## src/rtl/riscv_defs.sv

```systemverilog
// Shared RISC-V definitions: opcodes, ULAOp codes, datapath mux encodings
// and the FSM state type used by the main control unit.
package riscv_defs;

    localparam logic [6:0] OP_LW  = 7'b0000011;
    localparam logic [6:0] OP_SW  = 7'b0100011;
    localparam logic [6:0] OP_R   = 7'b0110011;
    localparam logic [6:0] OP_I   = 7'b0010011;
    localparam logic [6:0] OP_BEQ = 7'b1100011;

    localparam logic [1:0] ULAOP_ADD    = 2'b00;
    localparam logic [1:0] ULAOP_BRANCH = 2'b01;
    localparam logic [1:0] ULAOP_RTYPE  = 2'b10;
    localparam logic [1:0] ULAOP_ITYPE  = 2'b11;

    localparam logic [1:0] RES_ALUOUT = 2'b00;
    localparam logic [1:0] RES_DATA   = 2'b01;
    localparam logic [1:0] RES_ULA    = 2'b10;

    localparam logic [1:0] SRCA_PC    = 2'b00;
    localparam logic [1:0] SRCA_OLDPC = 2'b01;
    localparam logic [1:0] SRCA_RS1   = 2'b10;

    localparam logic [1:0] SRCB_RS2  = 2'b00;
    localparam logic [1:0] SRCB_IMM  = 2'b01;
    localparam logic [1:0] SRCB_FOUR = 2'b10;

    localparam logic [1:0] IMM_I = 2'b00;
    localparam logic [1:0] IMM_S = 2'b01;
    localparam logic [1:0] IMM_B = 2'b10;

    typedef enum logic [3:0] {
        S_FETCH    = 4'd0,
        S_DECODE   = 4'd1,
        S_MEMADR   = 4'd2,
        S_MEMREAD  = 4'd3,
        S_MEMWB    = 4'd4,
        S_MEMWRITE = 4'd5,
        S_EXECR    = 4'd6,
        S_EXECI    = 4'd7,
        S_ALUWB    = 4'd8,
        S_BEQ      = 4'd9,
        S_HALT     = 4'd10
    } state_t;

    // Moore control word; PCWrite is assembled from pc_update/branch outside.
    typedef struct packed {
        logic       pc_update;
        logic       branch;
        logic       adr_src;
        logic       mem_write;
        logic       ir_write;
        logic       reg_write;
        logic [1:0] result_src;
        logic [1:0] alu_src_a;
        logic [1:0] alu_src_b;
        logic [1:0] ula_op;
    } ctrl_t;

    function automatic logic op_supported(input logic [6:0] op);
        return (op == OP_LW) || (op == OP_SW) || (op == OP_R) ||
               (op == OP_I)  || (op == OP_BEQ);
    endfunction

endpackage

```

## src/rtl/imm_src_dec.sv

```systemverilog
// Immediate format selector decoded straight from the opcode; shared with
// the datapath so both sides agree on the immediate layout.
import riscv_defs::*;

module imm_src_dec (
    input  logic [6:0] op,
    output logic [1:0] ImmSrc
);

    always_comb begin
        case (op)
            OP_SW:   ImmSrc = IMM_S;
            OP_BEQ:  ImmSrc = IMM_B;
            default: ImmSrc = IMM_I;
        endcase
    end

endmodule

```

## src/rtl/unidade_controle.sv

```systemverilog
// Multicycle main control FSM: fetch/decode/execute/memory/writeback
// sequencing for lw, sw, R-type, addi and beq.
import riscv_defs::*;

module unidade_controle #(
    parameter bit HALT_ON_ILLEGAL = 1'b0
) (
    input  logic       clk,
    input  logic       reset,
    input  logic [6:0] op,
    input  logic       zero,
    output logic       PCWrite,
    output logic       AdrSrc,
    output logic       MemWrite,
    output logic       IRWrite,
    output logic       RegWrite,
    output logic [1:0] ResultSrc,
    output logic [1:0] ALUSrcA,
    output logic [1:0] ALUSrcB,
    output logic [1:0] ULAOp,
    output logic [1:0] ImmSrc,
    output logic       instr_invalida
);

    state_t r_state;
    state_t w_next;
    ctrl_t  w_ctrl;

    always_ff @(posedge clk or posedge reset) begin
        if (reset) r_state <= S_FETCH;
        else       r_state <= w_next;
    end

    always_comb begin
        w_next = S_FETCH;
        case (r_state)
            S_FETCH:  w_next = S_DECODE;
            S_DECODE: begin
                case (op)
                    OP_LW, OP_SW: w_next = S_MEMADR;
                    OP_R:         w_next = S_EXECR;
                    OP_I:         w_next = S_EXECI;
                    OP_BEQ:       w_next = S_BEQ;
                    default:      w_next = HALT_ON_ILLEGAL ? S_HALT : S_FETCH;
                endcase
            end
            S_MEMADR:   w_next = (op == OP_SW) ? S_MEMWRITE : S_MEMREAD;
            S_MEMREAD:  w_next = S_MEMWB;
            S_MEMWB:    w_next = S_FETCH;
            S_MEMWRITE: w_next = S_FETCH;
            S_EXECR:    w_next = S_ALUWB;
            S_EXECI:    w_next = S_ALUWB;
            S_ALUWB:    w_next = S_FETCH;
            S_BEQ:      w_next = S_FETCH;
            S_HALT:     w_next = S_HALT;
            default:    w_next = S_FETCH;
        endcase
    end

    // Every write strobe comes from state alone, so an async reset can never
    // leave a half-finished store or writeback behind.
    always_comb begin
        w_ctrl = '0;
        case (r_state)
            S_FETCH: begin
                w_ctrl.ir_write   = 1'b1;
                w_ctrl.pc_update  = 1'b1;
                w_ctrl.alu_src_a  = SRCA_PC;
                w_ctrl.alu_src_b  = SRCB_FOUR;
                w_ctrl.ula_op     = ULAOP_ADD;
                w_ctrl.result_src = RES_ULA;
            end
            S_DECODE: begin
                w_ctrl.alu_src_a = SRCA_OLDPC;
                w_ctrl.alu_src_b = SRCB_IMM;
                w_ctrl.ula_op    = ULAOP_ADD;
            end
            S_MEMADR: begin
                w_ctrl.alu_src_a = SRCA_RS1;
                w_ctrl.alu_src_b = SRCB_IMM;
                w_ctrl.ula_op    = ULAOP_ADD;
            end
            S_MEMREAD: begin
                w_ctrl.result_src = RES_ALUOUT;
                w_ctrl.adr_src    = 1'b1;
            end
            S_MEMWB: begin
                w_ctrl.result_src = RES_DATA;
                w_ctrl.reg_write  = 1'b1;
            end
            S_MEMWRITE: begin
                w_ctrl.result_src = RES_ALUOUT;
                w_ctrl.adr_src    = 1'b1;
                w_ctrl.mem_write  = 1'b1;
            end
            S_EXECR: begin
                w_ctrl.alu_src_a = SRCA_RS1;
                w_ctrl.alu_src_b = SRCB_RS2;
                w_ctrl.ula_op    = ULAOP_RTYPE;
            end
            S_EXECI: begin
                w_ctrl.alu_src_a = SRCA_RS1;
                w_ctrl.alu_src_b = SRCB_IMM;
                w_ctrl.ula_op    = ULAOP_ITYPE;
            end
            S_ALUWB: begin
                w_ctrl.result_src = RES_ALUOUT;
                w_ctrl.reg_write  = 1'b1;
            end
            S_BEQ: begin
                w_ctrl.alu_src_a  = SRCA_RS1;
                w_ctrl.alu_src_b  = SRCB_RS2;
                w_ctrl.ula_op     = ULAOP_BRANCH;
                w_ctrl.result_src = RES_ALUOUT;
                w_ctrl.branch     = 1'b1;
            end
            default: w_ctrl = '0;
        endcase
    end

    assign PCWrite        = w_ctrl.pc_update | (w_ctrl.branch & zero);
    assign AdrSrc         = w_ctrl.adr_src;
    assign MemWrite       = w_ctrl.mem_write;
    assign IRWrite        = w_ctrl.ir_write;
    assign RegWrite       = w_ctrl.reg_write;
    assign ResultSrc      = w_ctrl.result_src;
    assign ALUSrcA        = w_ctrl.alu_src_a;
    assign ALUSrcB        = w_ctrl.alu_src_b;
    assign ULAOp          = w_ctrl.ula_op;
    assign instr_invalida = (r_state == S_DECODE) && !op_supported(op);

    imm_src_dec u_imm_src_dec (
        .op     (op),
        .ImmSrc (ImmSrc)
    );

endmodule

```

## config.mk

```make
export PLATFORM = sky130hd
export DESIGN_NAME = unidade_controle
export DESIGN_NICKNAME = d
export VERILOG_FILES = /design/src/rtl/riscv_defs.sv /design/src/rtl/imm_src_dec.sv /design/src/rtl/unidade_controle.sv
export SDC_FILE = /design/constraint.sdc
export NUM_CORES = 1
export LEC_CHECK = 0
export BUFFER_PORTS_ARGS = -buffer_cell sky130_fd_sc_hd__buf_2
export CELL_PAD_IN_SITES_DETAIL_PLACEMENT = 1
export CELL_PAD_IN_SITES_GLOBAL_PLACEMENT = 2
export CORE_UTILIZATION = 18
export CTS_CLUSTER_DIAMETER = 50
export DETAILED_ROUTE_END_ITERATION = 16
export PLACE_DENSITY = 0.79
export SLEW_MARGIN = 10
export SYNTH_ARGS = -nofsm -noshare
export SYNTH_HDL_FRONTEND = slang
export SYNTH_SLANG_ARGS = --single-unit
```

## constraint.sdc

```tcl
create_clock -name clk -period 1.4 [get_ports clk]
set_input_delay 0.42 -clock clk [delete_from_list [all_inputs] [get_ports clk]]
set_output_delay 0.42 -clock clk [all_outputs]
set_load 0.01 [all_outputs]
```

* Word-level counts from Yosys, hierarchy flattened
Cells that the tools add are included.
Cells by class: $add $sub $neg 0, multiply operators 0, divide/modulo/power cells 0, $lt $le $gt $ge 0, equality and inequality tests 15, shift-type cells 0, muxes and demuxes 11, bitwise operators 2, reduce and logical (&&, ||, !) cells 11
Operators with widths (number):
- 6-bit case mux with 6 select lines | 1
- 4-bit case mux with 6 select lines | 1
- 4-bit by 3-bit == test with 1-bit output (second input constant) | 4
- 4-bit case mux with 4 select lines | 1
- 7-bit by 6-bit == test with 1-bit output (second input constant) | 2
- 4-bit == test (second input constant) | 3
- 4-bit by 2-bit == test with 1-bit output (second input constant) | 2
- 2-bit case mux with 2 select lines | 2
- 2-bit OR reduction | 4
- 7-bit by 2-bit == test with 1-bit output (second input constant) | 1
- 7-bit by 5-bit == test with 1-bit output (second input constant) | 1
- 7-bit == test (second input constant) | 1
- 1-bit 2-to-1 mux | 5
- 4-bit by 1-bit == test with 1-bit output (second input constant) | 1
- 4-bit logical NOT | 1
- 1-bit logical OR | 4
- 3-bit 2-to-1 mux | 1
- 1-bit AND | 1
- 1-bit logical AND | 1
- 1-bit logical NOT | 1
- 1-bit bitwise OR | 1
Word-level totals: register bits after elaboration 4, latch bits 0, memory bits (writable) 0, memory bits (read-only) 0, input port bits 10, output and inout port bits 16, memories kept 0

* Depth between registers and ports, before layout
word-level depth 7, depth in mapped cells 4, depth with buffers taken out 4

* Hierarchy
A second synthesis with hierarchy kept.
Unflattened totals: cells, all modules 63, area, all modules 511.7 µm²
By module, submodules not included:
- unidade_controle | instances 1, cells an instance 60, area each 466.7 µm²
- imm_src_dec | instances 1, cells an instance 3, area each 45.0 µm²

* Worst setup path after synthesis
OpenSTA, ideal clock, no wires.
kind reg2out, start register r_state[2], end output port ResultSrc[1], data arrival time 1.183 ns, setup slack -0.203 ns, cell stages (with the launch flop) 4, path buffers 1, cells stage by stage dfrtp_1 or2_4 nor3_1 buf_4
Between the ends: longest elaborated chain between the ends 2, elaborated cells on any way between the ends 3, those cells by class eq/ne (1); mux (1); reduce/logical (1)
RTL lines:
- from (decl) | RTL line unidade_controle.sv:25 | state_t r_state;
- from (signal assigned) | RTL line unidade_controle.sv:31 | else r_state <= w_next;
- 4-bit by 3-bit == test with 1-bit output or 4-bit logical NOT (tied branches) | RTL line unidade_controle.sv:64 | case (r_state)
- 2-bit case mux with 2 select lines (*) | RTL line unidade_controle.sv:64
- to (decl) | RTL line unidade_controle.sv:17 | output logic [1:0] ResultSrc,
Mark *: on every way between the ends. The rest lies on a longest branch, timed or not.

* Final worst setup path
start register r_state[2], end output port instr_invalida
Between the ends: longest elaborated chain between the ends 2
RTL lines:
- 4-bit by 1-bit == test with 1-bit output | RTL line unidade_controle.sv:130 | assign instr_invalida = (r_state == S_DECODE) && !op_supported(op);
- 1-bit logical AND | RTL line unidade_controle.sv:130
- to (decl) | RTL line unidade_controle.sv:22 | output logic instr_invalida
Every way passes these cells.

==> results by group <==
Logic synthesis
  – Post-synth cell types: 30
  – Mapped Area: 433 sq um
  – Post-synth EDFFs: 0
  – Synth top area cells: dfrtp_1 23%, nand4bb_4 6.4%, nand2b_1 5.8%
  – Synthesized area per cell: 7.46 sq um
  – Seq/Total Area, Yosys: 23.1%
  – Synth top cells by count: 5 x nor2_1, 5 x nor3_1
  – #FFs+latches synth: 4
  – Synth warn: 0
  – Synth area leader: dfrtp_1
  – Main synth FF type: dfrtp_1
  – Fraction of registers with async set/reset: 100%
  – Post-synthesis net count: 68
  – Synthesized instance count: 58
  – Synth top area share: 23.1%

Status
  – Failing checks: negative setup slack
  – Status: complete, but fails checks

Route
  – Vias per cell: 4.70
  – DRC Markers: 0
  – Drt pass-1 iters: 4
  – Final WL: 1.77 mm
  – ANT nets after route: 0
  – First DRT Iteration DRCs: 6
  – Routed len/inst: 12.5 microns
  – Vias: 662

Cells and area
  – Top flop regs: r_state: 4 flops
  – Layout Area Growth over Synthesis: 131%
  – Final instance area: 1000 sq um
  – Final nets: 124
  – Most flops, register: r_state
  – Layout cells sized above 1: 73.5%
  – ANT cells: 0
  – Max reg flops: 4
  – Fin cells: 141

Hold path
  – Worst hold path class: in2async

Pwr
  – PD cells: 1210 nW/um^2
  – Int Pwr: 0.737 mW
  – Logic gate share of total power: 73.5%
  – Worst vdd ir: 0.590 mV
  – Sw Share: 39.3%
  – Net Switching: 0.477 mW
  – Clock Power Share: 13.3%
  – Leakage: 0.471 nW
  – Reg power frac: 13.2%

Place
  – I/O Buffers: 25
  – Placed cell area: 746 sq um
  – Gp weighted congestion: 0.778
  – Final HPWL DP: 1.25 mm
  – Placed cell count: 124

STA
  – Final hold vios: 0
  – Max Transition Viols Final: 0
  – Final period utilization: 129%
  – Final setup viols: 18
  – Setup ws final: -0.409 ns
  – Worst Clk Skew: 0.00798 ns
  – Setup TNS: -4.47 ns
  – Final min period: 1.81 ns
  – Max Clk Rate: 0.553 GHz
  – RSZ-0062 raised after global routing: true
  – Slew HR: 83.0%
  – Tightest Pin Transition: 0.253 ns
  – WHS: 0.0454 ns

Job
  – MaxCap Viol Count: 0

Global routing
  – Global-route wire length before repair: 2.93 mm
  – Overflow after GRT: 0
  – Total global-route track usage: 15.2%
  – Initial antenna violation count: 0
  – Largest net degree at the start of global routing: 8
  – Grt met2 use: 26.5%
  – Met1 Use GR: 16.8%
  – Top Usage Layer GRT: met2
  – Number of global-route vias before repair: 678
  – Met3 GRT Util: 1.49%

Floorplan
  – Die Y: 51.0 microns
  – Die footprint: 2610 sq um
  – Core footprint: 2230 sq um
  – I/O pin count: 26
  – Cell row count: 17
  – Chip width: 51.0 microns
  – Initial Util: 19.4%

Clock tree
  – CTS buffer count: 3
  – Htree depth: 1
  – Worst-Skew Late Latency: 0.24 ns
  – Clk root buf: clkbuf_4
  – CTS hold repair buffers: 0
  – Worst-path clk slew: 0.04 ns
  – CTS Sinks: 4
  – CTS tree: done
  – Worst-case clock buffer depth: 2

Worst setup path
  – Req. time, crit path: 0.98 ns
  – Worst-path fanout max: 6
  – Worst setup EP type: output pin
  – Critical Path AT: 1.39 ns
  – Crit path kind: reg2out
  – Worst R2R Start: r_state[1]
  – CP startpoint: r_state[2]
  – CP Launch Type: flip-flop
cell families (layout without fill, tap and decap cells):
kind of cell,Yosys count,count (layout),share of synthesized area (%)
buffers and inverters,9,64,9.54
and+or+nand+nor,31,31,46.0
DFF,4,4,23.1
xor gates and xnor gates,1,1,2.02
AOI/OAI and AO/OA,13,13,19.4
routing by layer:
metal	vias to the layer above	wire, microns
met1	319	730
li1	321	-
met4	0	35
met2	18	955
met5	-	0
met3	4	45
critical path: stages (launching register included):
cell	delay, ns
dfrtp_2	0.45
or2_4	0.25
or2_4	0.26
nor2_4	0.08
buf_6	0.10
cell usage in the layout, fill, tap and decap left out, types with 2 or more instances in the layout:
| master | instances |
|---|---|
| a21oi_1 | 2 |
| o21ai_0 | 2 |
| buf_6 | 13 |
| nand2b_4 | 2 |
| or2_4 | 2 |
| inv_2 | 3 |
| nor3_4 | 2 |
| nor3_2 | 3 |
| nor2_4 | 2 |
| nor2_1 | 3 |
| nand2b_1 | 2 |
| buf_2 | 18 |
| dfrtp_2 | 2 |
| buf_4 | 24 |
| o22ai_1 | 2 |
| dfrtp_1 | 2 |
| nand2_1 | 4 |
| clkbuf_4 | 3 |
| inv_1 | 2 |
layout make-up:
cell class / count / area [sq um]
Multi-Input combinational cell: 45 / 402
Timing Repair Buffer: 55 / 417
Clock buffer: 4 / 26.3
Sequential cell: 4 / 103
Tap cell: 28 / 35.0
Fill cell: 271 / 1230
Inverter: 5 / 18.8
timing repair:
item	in CTS	in global routing
buffers inserted	11	4
cloned	0	0
pin swaps	9	2
setup endpoints to repair	18	19
resized for setup	22	5
power by group through the flow:
stage          logic (mW)  clock network, mW  registers [mW]
3_3_place_gp        0.602                  0           0.159
2_1_floorplan       0.364                  0           0.158
3_5_place_dp        0.616                  0           0.158
5_1_grt             0.965              0.181           0.162
6_report            0.893              0.161           0.160
4_1_cts             0.849              0.170           0.159
path summary, 6_finish.rpt:
check | to | slack, ns | cells past startpoint
max | instr_invalida | -0.41 | 4
min | r_state[0] | 0.05 | 2
max reg2reg | r_state[1] | -0.07 | 4
min reg2reg | r_state[1] | 0.66 | 2
max in group asynchronous | r_state[1] | 1.19 | 2
min in group clk | r_state[2] | 0.60 | 3
per-stage QoR:
| step | setup slack (ns) | power, mW | utilization (%) |
|---|---|---|---|
| after floorplan | -0.0912 | 0.522 | - |
| after global placement | -0.214 | 0.761 | 33.4 |
| after detailed placement | -0.215 | 0.775 | 33.4 |
| after CTS | -0.407 | 1.18 | 42.7 |
| after global routing | -0.457 | 1.31 | 44.8 |
| final | -0.409 | 1.21 | 44.8 |
Power figures use the tool's default switching activity.
